## config.mk

```make
export PLATFORM = sky130hd
export DESIGN_NAME = ahfp_cvt_arbiter
export DESIGN_NICKNAME = d
export VERILOG_FILES = /design/src/rtl/ahfp_cvt_arbiter.sv
export SDC_FILE = /design/constraint.sdc
export NUM_CORES = 1
export LEC_CHECK = 0
export CAP_MARGIN = 20
export CORE_MARGIN = 4
export CORE_UTILIZATION = 40
export CTS_BUF_LIST = sky130_fd_sc_hd__clkbuf_16
export CTS_CLUSTER_DIAMETER = 30
export DETAILED_ROUTE_END_ITERATION = 7
export SETUP_SLACK_MARGIN = 0.15
export SLEW_MARGIN = 40
export SYNTH_ARGS = -nofsm -noshare
export SYNTH_HDL_FRONTEND = slang
export SYNTH_SLANG_ARGS = --single-unit
export TNS_END_PERCENT = 50
```

## constraint.sdc

```tcl
create_clock -name clk -period 6.05 [get_ports clk]
set_input_delay 1.5125 -clock clk [delete_from_list [all_inputs] [get_ports clk]]
set_output_delay 1.5125 -clock clk [all_outputs]
set_load 0.01 [all_outputs]
```

## src/rtl/ahfp_cvt_arbiter.sv

```systemverilog
// ahfp_cvt_arbiter: two requesters share one fixed-to-float converter.
// Round-robin grant into stage A (operand), conversion between A and B,
// stage B is the registered result stream with valid/ready back-pressure.
//
// Handshakes:
//   Request side: reqN stays high with dataN stable until ackN. ackN is a
//   combinational single-cycle pulse (req/out_ready/state -> ack). The
//   operand is taken on the clock edge that ends the ack cycle.
//   Result side: the transfer happens on an edge where out_valid and
//   out_ready are both high. out_data/out_id are registered and stay stable
//   while out_valid is high and out_ready is low.

// Combinational signed fixed-point (2.29 two's complement) to IEEE-754
// single, round-to-nearest-even. 0x20000000 = 1.0 -> 0x3F800000.
module ahfp_fixed_2_float (
    input  logic [31:0] i_fixed,
    output logic [31:0] o_float
);
    logic        w_sign;
    logic [31:0] w_mag;
    logic [4:0]  w_pos;
    logic [30:0] w_norm;
    logic        w_round_up;
    logic [30:0] w_exp_mant;

    // Leading-one detect, normalise, then round the 23-bit mantissa.
    always_comb begin
        w_sign = i_fixed[31];
        w_mag  = w_sign ? (~i_fixed + 32'd1) : i_fixed;
        w_pos  = 5'd0;
        for (int i = 0; i < 32; i++) begin
            if (w_mag[i]) w_pos = 5'(i);
        end
        // Shift the leading one to bit 31, which is dropped (implicit one).
        w_norm     = 31'(w_mag << (5'd31 - w_pos));
        w_round_up = w_norm[7] & ((|w_norm[6:0]) | w_norm[8]);
        // Binary point sits above bit 29, so exponent = pos - 29 + 127.
        // A mantissa carry from rounding propagates into the exponent.
        w_exp_mant = {({3'b000, w_pos} + 8'd98), w_norm[30:8]} + {30'd0, w_round_up};
        if (w_mag == 32'd0) begin
            o_float = 32'd0;
        end else begin
            o_float = {w_sign, w_exp_mant};
        end
    end
endmodule

module ahfp_cvt_arbiter #(
    parameter int ID_W = 1
) (
    input  logic            clk,
    input  logic            reset_n,
    input  logic            req0,
    input  logic [31:0]     data0,
    output logic            ack0,
    input  logic            req1,
    input  logic [31:0]     data1,
    output logic            ack1,
    output logic            out_valid,
    output logic [31:0]     out_data,
    output logic [ID_W-1:0] out_id,
    input  logic            out_ready
);
    logic [31:0]     r_a_op;
    logic [ID_W-1:0] r_a_id;
    logic            r_a_valid;
    logic            r_last_grant;
    logic [31:0]     r_out_data;
    logic [ID_W-1:0] r_out_id;
    logic            r_out_valid;

    logic            w_b_adv;
    logic            w_a_adv;
    logic            w_a_free;
    logic            w_gnt0;
    logic            w_gnt1;
    logic [ID_W-1:0] w_sel;
    logic [31:0]     w_sel_data;
    logic [31:0]     w_float;

    ahfp_fixed_2_float u_cvt (
        .i_fixed (r_a_op),
        .o_float (w_float)
    );

    // Stall chain and round-robin grant; ties go to the index != last grant.
    // Acks are gated by reset_n so none are seen while reset is held.
    always_comb begin
        w_b_adv    = !r_out_valid | out_ready;
        w_a_adv    = r_a_valid & w_b_adv;
        w_a_free   = !r_a_valid | w_b_adv;
        w_gnt0     = reset_n & w_a_free & req0 & (!req1 | r_last_grant);
        w_gnt1     = reset_n & w_a_free & req1 & (!req0 | !r_last_grant);
        w_sel      = ID_W'(w_gnt1);
        w_sel_data = w_gnt1 ? data1 : data0;
    end

    // Stage A: capture the granted operand, or empty when free and idle.
    always_ff @(posedge clk or negedge reset_n) begin
        if (!reset_n) begin
            r_a_op       <= 32'd0;
            r_a_id       <= '0;
            r_a_valid    <= 1'b0;
            r_last_grant <= 1'b1;
        end else if (w_a_free) begin
            r_a_valid <= w_gnt0 | w_gnt1;
            if (w_gnt0 | w_gnt1) begin
                r_a_op       <= w_sel_data;
                r_a_id       <= w_sel;
                r_last_grant <= w_gnt1;
            end
        end
    end

    // Stage B: register the converted result; holds while stalled.
    always_ff @(posedge clk or negedge reset_n) begin
        if (!reset_n) begin
            r_out_data  <= 32'd0;
            r_out_id    <= '0;
            r_out_valid <= 1'b0;
        end else if (w_a_adv) begin
            r_out_data  <= w_float;
            r_out_id    <= r_a_id;
            r_out_valid <= 1'b1;
        end else if (w_b_adv) begin
            r_out_valid <= 1'b0;
        end
    end

    assign ack0      = w_gnt0;
    assign ack1      = w_gnt1;
    assign out_valid = r_out_valid;
    assign out_data  = r_out_data;
    assign out_id    = r_out_id;
endmodule

```

Word-level counts from Yosys, hierarchy flattened
Cells that the tools add are included.
{ "classes": {"n_addsub": 4, "n_mux": 36, "n_shift": 1, "bitwise_logic": 14, "n_reduce_logical": 9} }
{ "op_table": {"columns": ["cell", "count"], "rows": [
  ["$mux 32", 3],
  ["$mux 5", 16],
  ["$add 32x1->32 const B", 1],
  ["$logic_not 32->1", 1],
  ["$mux 4", 8],
  ["$not 32->32", 1],
  ["$shl 32x5->31", 1],
  ["$add 31x1->31", 1],
  ["$mux 3", 4],
  ["$add 5x7->8 const B", 1],
  ["$and 1x1->1", 7],
  ["$reduce_or 7->1", 1],
  ["$or 1x1->1", 6],
  ["$logic_not 1->1", 5],
  ["$sub 5x5->5 const A", 1],
  ["$mux 2", 2],
  ["$mux 1", 3],
  ["$reduce_and 2->1", 1],
  ["$reduce_bool 2->1", 1]
]} }
{ "totals": {"wordCells": 71, "ff_bits": 69, "out_inout_bits": 36} }

Depth between registers and ports, before layout
{ "logic_depth": {"word_depth": 41, "depth_mapped": 25} }

Cells and area by module
From an unflattened synthesis, not the netlist that was laid out.
{ "unflattened": {"hier_cells": 994, "hier_area_um2": 8491.9} }
{ "modules_own_cells": {"columns": ["mod", "cells_each", "area_each_um2", "n_inst", "seq_area_each_um2"], "rows": [
  ["ahfp_fixed_2_float", 787, 5210.0, 1, 0.0],
  ["ahfp_cvt_arbiter", 207, 3281.9, 1, 1727.9]
]} }

Worst setup path before layout
Ideal clock, no wire load.
{ "synth_path": {"path_type": "register to register", "startpoint": "register r_a_op[0]", "endpoint": "register r_out_data[28] (netlist: out_data[28])", "period_less_slack_ns": 5.364, "stages_incl_launch_ff": 22, "setup_time_ns": 0.122, "arrival_ns": 5.243, "required_time_ns": 5.928, "path_slack_ns": 0.686, "path_cell_list": "dfrtp_1 clkbuf_1 inv_1 ha_1 or4b_1 o31ai_2 xor2_1 o2bb2ai_1 a41o_1 a211o_1 buf_6 a21oi_4 mux2_4 mux2_1 a22o_1 nor3_1 and4_2 nand4_4 and4bb_1 buf_4 nand4_2 a32o_1"} }
{ "synth_between": {"elab_chain_cells": 41} }
{ "synth_rtl": {"columns": ["item", "line", "rtl"], "rows": [
  ["start: declaration", "64", "logic [31:0] r_a_op;"],
  ["start signal: assignment", "108", "r_a_op <= w_sel_data;"],
  ["$not 32->32", "29", "w_mag = w_sign ? (~i_fixed + 32'd1) : i_fixed;"],
  ["$add 32x1->32", "29", null],
  ["$mux 32 *", "29", null],
  ["$mux 1", "32", "if (w_mag[i]) w_pos = 5'(i);"],
  ["$mux 2 (2 in a row)", "32", null],
  ["$mux 3 (4 in a row)", "32", null],
  ["$mux 4 (8 in a row)", "32", null],
  ["$mux 5 (16 in a row)", "32", null],
  ["$sub 5x5->5", "35", "w_norm = 31'(w_mag << (5'd31 - w_pos));"],
  ["$shl 32x5->31", "35", null],
  ["$reduce_or 7->1", "36", "w_round_up = w_norm[7] & ((|w_norm[6:0]) | w_norm[8]);"],
  ["$or 1x1->1", "36", null],
  ["$and 1x1->1", "36", null],
  ["$add 31x1->31", "39", "w_exp_mant = {({3'b000, w_pos} + 8'd98), w_norm[30:8]} + {30'd0, w_round_up};"],
  ["$mux 32 *", "40", "if (w_mag == 32'd0) begin"],
  ["end signal: assignment", "122", "r_out_data <= w_float;"],
  ["end: declaration", "68", "logic [31:0] r_out_data;"]
]} }
Mark *: on every way between the ends. The rest lies on a longest branch, timed or not.
A chain may end at the register's enable or synchronous reset.

Worst setup path after layout
{ "layout_path": {"startpoint": "register r_a_op[0]", "endpoint": "register r_out_data[27] (netlist: out_data[27])"} }
Same word-level chain as after synthesis.

==> results.yml <==
status:
  outcome: "completed"
clocking:
  ctsHoldBuffers: 0
  cts_sinks: 69
  clk_pin_slew_ps: 70
  clk_latency_ps: 350
  htree_levels: 3
  cts-buffers-inserted: 9
  root_buffer: "clkbuf_16"
  cts_tree: "built"
  cts_buffer_depth: 2
place:
  port_buffers: 104
  gp_congestion: 1.02
  dpl.hpwl_mm: 24.1
route:
  drt_iter0_markers: 794
  ant_nets: 0
  viasPerCell: 6.15
  wirelength_mm: 30.4
  drc: 0
  vias: 9003
  wl_per_cell_um: 20.7
  first_pass_iters: 7
worst_setup_path:
  crit_chain: "inv_1 > ha_2 > or4b_4 > o31ai_4 > xor2_1 > o2bb2ai_1 > a41o_1 > a211o_1 > a21oi_2 > buf_4 > mux2i_2 > mux2i_4 > a222oi_1 > nand2_1 > o21ai_0 > buf_4 > nor2_1 > and3_1 > a211oi_2 > a22o_1"
  path_max_fanout: 9
  cp.depth: 20
  arrival_ps: 5890
  start_kind: "register"
  crit_path_top_delay_cell: "or4b_4"
  crit_type: "register to register"
  r2r_cells: 20
  endpoint_kind: "register"
  slowest_delay_ps: 520
  critPathRequiredTime_ps: 6330
  cpMostUsedCell: "buf_4"
  critPathBufInv: 3
  path_delay_family: "compound AO/OA/AOI/OAI gates"
final_layout:
  utilization: 0.522
  n_antenna_cell: 0
  area_growth_pct: 27.1
  drive_gt1_frac: 0.183
  nets: 1267
timing:
  tightest_slew_ps: 770
  rsz0062_at_grt: "false"
  fin_tns_setup_ps: 0
  skew_ps: 9.99
  fin_crit_sh: 0.926
  hold_violations: 0
  slew_headroom: 0.482
  max_freq_mhz: 178
  drv_slew: 0
  period_needed_ps: 5610
  setup_viol: 0
pwr:
  peakVddDrop_mv: 0.198
  p_per_area_nw_per_um2: 527
  p_sw_mw: 2.75
  power_mw: 5.40
  clock_power_share: 0.098
  p_int_mw: 2.65
  seqPwrFrac: 0.150
  combPwrFrac: 0.752
  cellLeakagePower_nw: 3.93
  power_switching_share: 0.509
floorplan:
  start_util: 0.410
  fp.dieW_um: 150
  core_um2: 19700
  std_cell_rows: 51
  chipHeight_um: 150
  num_io_pins: 105
  die-area_um2: 22500
synthesis:
  synthCells: 1062
  yosys.area_share.adder: 0.00620
  synthFlopType: "dfrtp_1"
  synth_top_family_by_area: "compound AO/OA/AOI/OAI gates"
  async_flop_share: 1.00
  ys_warn_count: 0
  synthMuxAreaShare: 0.0819
  synth_nets: 1135
  synth_seq_cells: 69
  yosysUniqueCellTypes: 104
  synth-xor-area-share: 0.0552
  synthSimpleGateAreaFrac: 0.283
  syn-cell-area_um2: 8070
  synth_compound_area_frac: 0.299
  syn_avg_cell_area_um2: 7.60
  synth_edf_count: 0
  synth_seq_area_share: 0.214
global_routing:
  gr-total-overflow: 0
  grt_usage: 0.269
  grt_antenna_before_repair: 0
  grt_max_degree: 51
  grt_pass1_vias: 8475
  grt_pass1_wl_mm: 47.7
flow_run:
  maxCapViolations: 0
hold_path:
  min_path_type: "register to register"
  min_path_cells: 2
[synth_stat cells (5+ instances only)]
master | instances | area [µm²]
a211o_1 | 9 | 78.8
a211oi_1 | 15 | 113
a21oi_1 | 67 | 335
a221oi_1 | 6 | 52.6
a22o_1 | 9 | 78.8
a22oi_1 | 6 | 45.0
a31oi_1 | 20 | 125
and2_1 | 10 | 62.6
and4_1 | 5 | 43.8
buf_1 | 5 | 18.8
buf_2 | 22 | 110
buf_4 | 8 | 60.1
clkbuf_1 | 45 | 169
dfrtp_1 | 68 | 1700
inv_1 | 15 | 56.3
mux2_2 | 10 | 113
mux2i_1 | 47 | 470
nand2_1 | 98 | 368
nand2b_1 | 9 | 56.3
nand3_1 | 36 | 180
nand4_1 | 12 | 75.1
nand4b_1 | 5 | 43.8
nor2_1 | 135 | 507
nor3_1 | 36 | 180
nor3b_1 | 5 | 37.5
nor4_1 | 10 | 62.6
nor4_2 | 6 | 75.1
o211ai_1 | 11 | 82.6
o21a_1 | 8 | 60.1
o21ai_0 | 54 | 270
o21ai_1 | 5 | 25.0
o22ai_1 | 49 | 307
o31ai_1 | 10 | 75.1
o32ai_1 | 6 | 52.6
or2_2 | 6 | 37.5
or3_1 | 15 | 93.8
or4_1 | 7 | 52.6
xnor2_1 | 26 | 228
xor2_1 | 23 | 201
[power groups by stage]
stage / Clock [mW] / Sequential, mW / Combinational [mW]
finish: 0.531 / 0.811 / 4.06
global route: 0.560 / 0.838 / 4.36
CTS: 0.545 / 0.808 / 3.81
detailed placement: 0 / 0.817 / 3.79
global placement: 0 / 0.808 / 3.81
floorplan: 0 / 0.753 / 2.41
[sequential cells by signal, indices dropped and copies added (netlist names)]
signal,cells
out_data,32
out_id,1
out_valid,1
r_a_id,1
r_a_op,32
r_a_valid,1
r_last_grant,1
[worst min-delay path, cell delays in order, from the launching register on]
cell and delay (ps):
dfrtp_1 340, nand2_1 40, o21ai_0 60
[layer usage]
layer / vias up / wire [µm] / GRT usage
li1: 4279 / - / -
met1: 4262 / 13700 / 0.385
met2: 401 / 13600 / 0.419
met3: 61 / 2240 / 0.0427
met4: 0 / 841 / 0.0801
met5: - / 0 / 0
[per-stage QoR]
stage	hold slack (ps)	area (µm²)	cells	setup WS, ps
floorplan	471	8070	1062	686
global placement	462	9750	1441	336
detailed placement	469	9750	1441	285
CTS	483	10000	1457	240
global route	502	10300	1464	147
finish	475	10300	1464	445
[cell usage in the layout, fill, tap and decap left out, types with 7 or more instances in the layout]
cell type	instances
o21ai_0	52
clkdlybuf4s50_1	103
mux2_2	10
nand3_1	36
nand4_1	12
inv_1	15
nor4_1	9
buf_4	99
nor3_1	34
and2_1	10
or3_1	15
xor2_1	22
mux2i_1	37
a31oi_1	20
a211o_1	9
xnor2_1	26
o21ai_1	7
a211oi_1	14
mux2i_2	9
or4_1	7
o211ai_1	11
o22ai_1	49
dfrtp_1	67
clkbuf_16	9
o21a_1	7
a22o_1	9
a21oi_1	67
nor2_1	135
nand2_1	97
nand2b_1	9
o31ai_1	10
[final cells by class]
class | count | area [µm²]
timing repair buffer | 204 | 1810
clock buffer | 9 | 225
multi-input combinational | 891 | 6020
sequential | 69 | 1730
tap | 265 | 332
clock inverter | 7 | 56.3
inverter | 19 | 71.3
fill | 1976 | 9400
[cell families (layout without fill, tap and decap cells)]
group / after synthesis / in the layout
simple gates: 433 / 433
xor+xnor: 50 / 50
fa+ha+maj: 4 / 4
flops: 69 / 69
buf+inv: 103 / 239
mux: 62 / 62
compound gates: 341 / 342
[final timing paths]
check / startpoint / end / slack (ps)
min in group asynchronous: reset_n / r_a_op[4] / 1270
min reg2reg: out_data[6] / out_data[6] / 470
max in group asynchronous: reset_n / r_a_op[31] / 3860
min: out_data[6] / out_data[6] / 470
max: r_a_op[0] / out_data[27] / 440
max reg2reg: r_a_op[0] / out_data[27] / 440
[timing repair]
item	in CTS	in global routing
endpoints found under the setup margin	0	20
resized for setup	0	32
buffers inserted	0	6
Power figures use the tool's default switching activity.
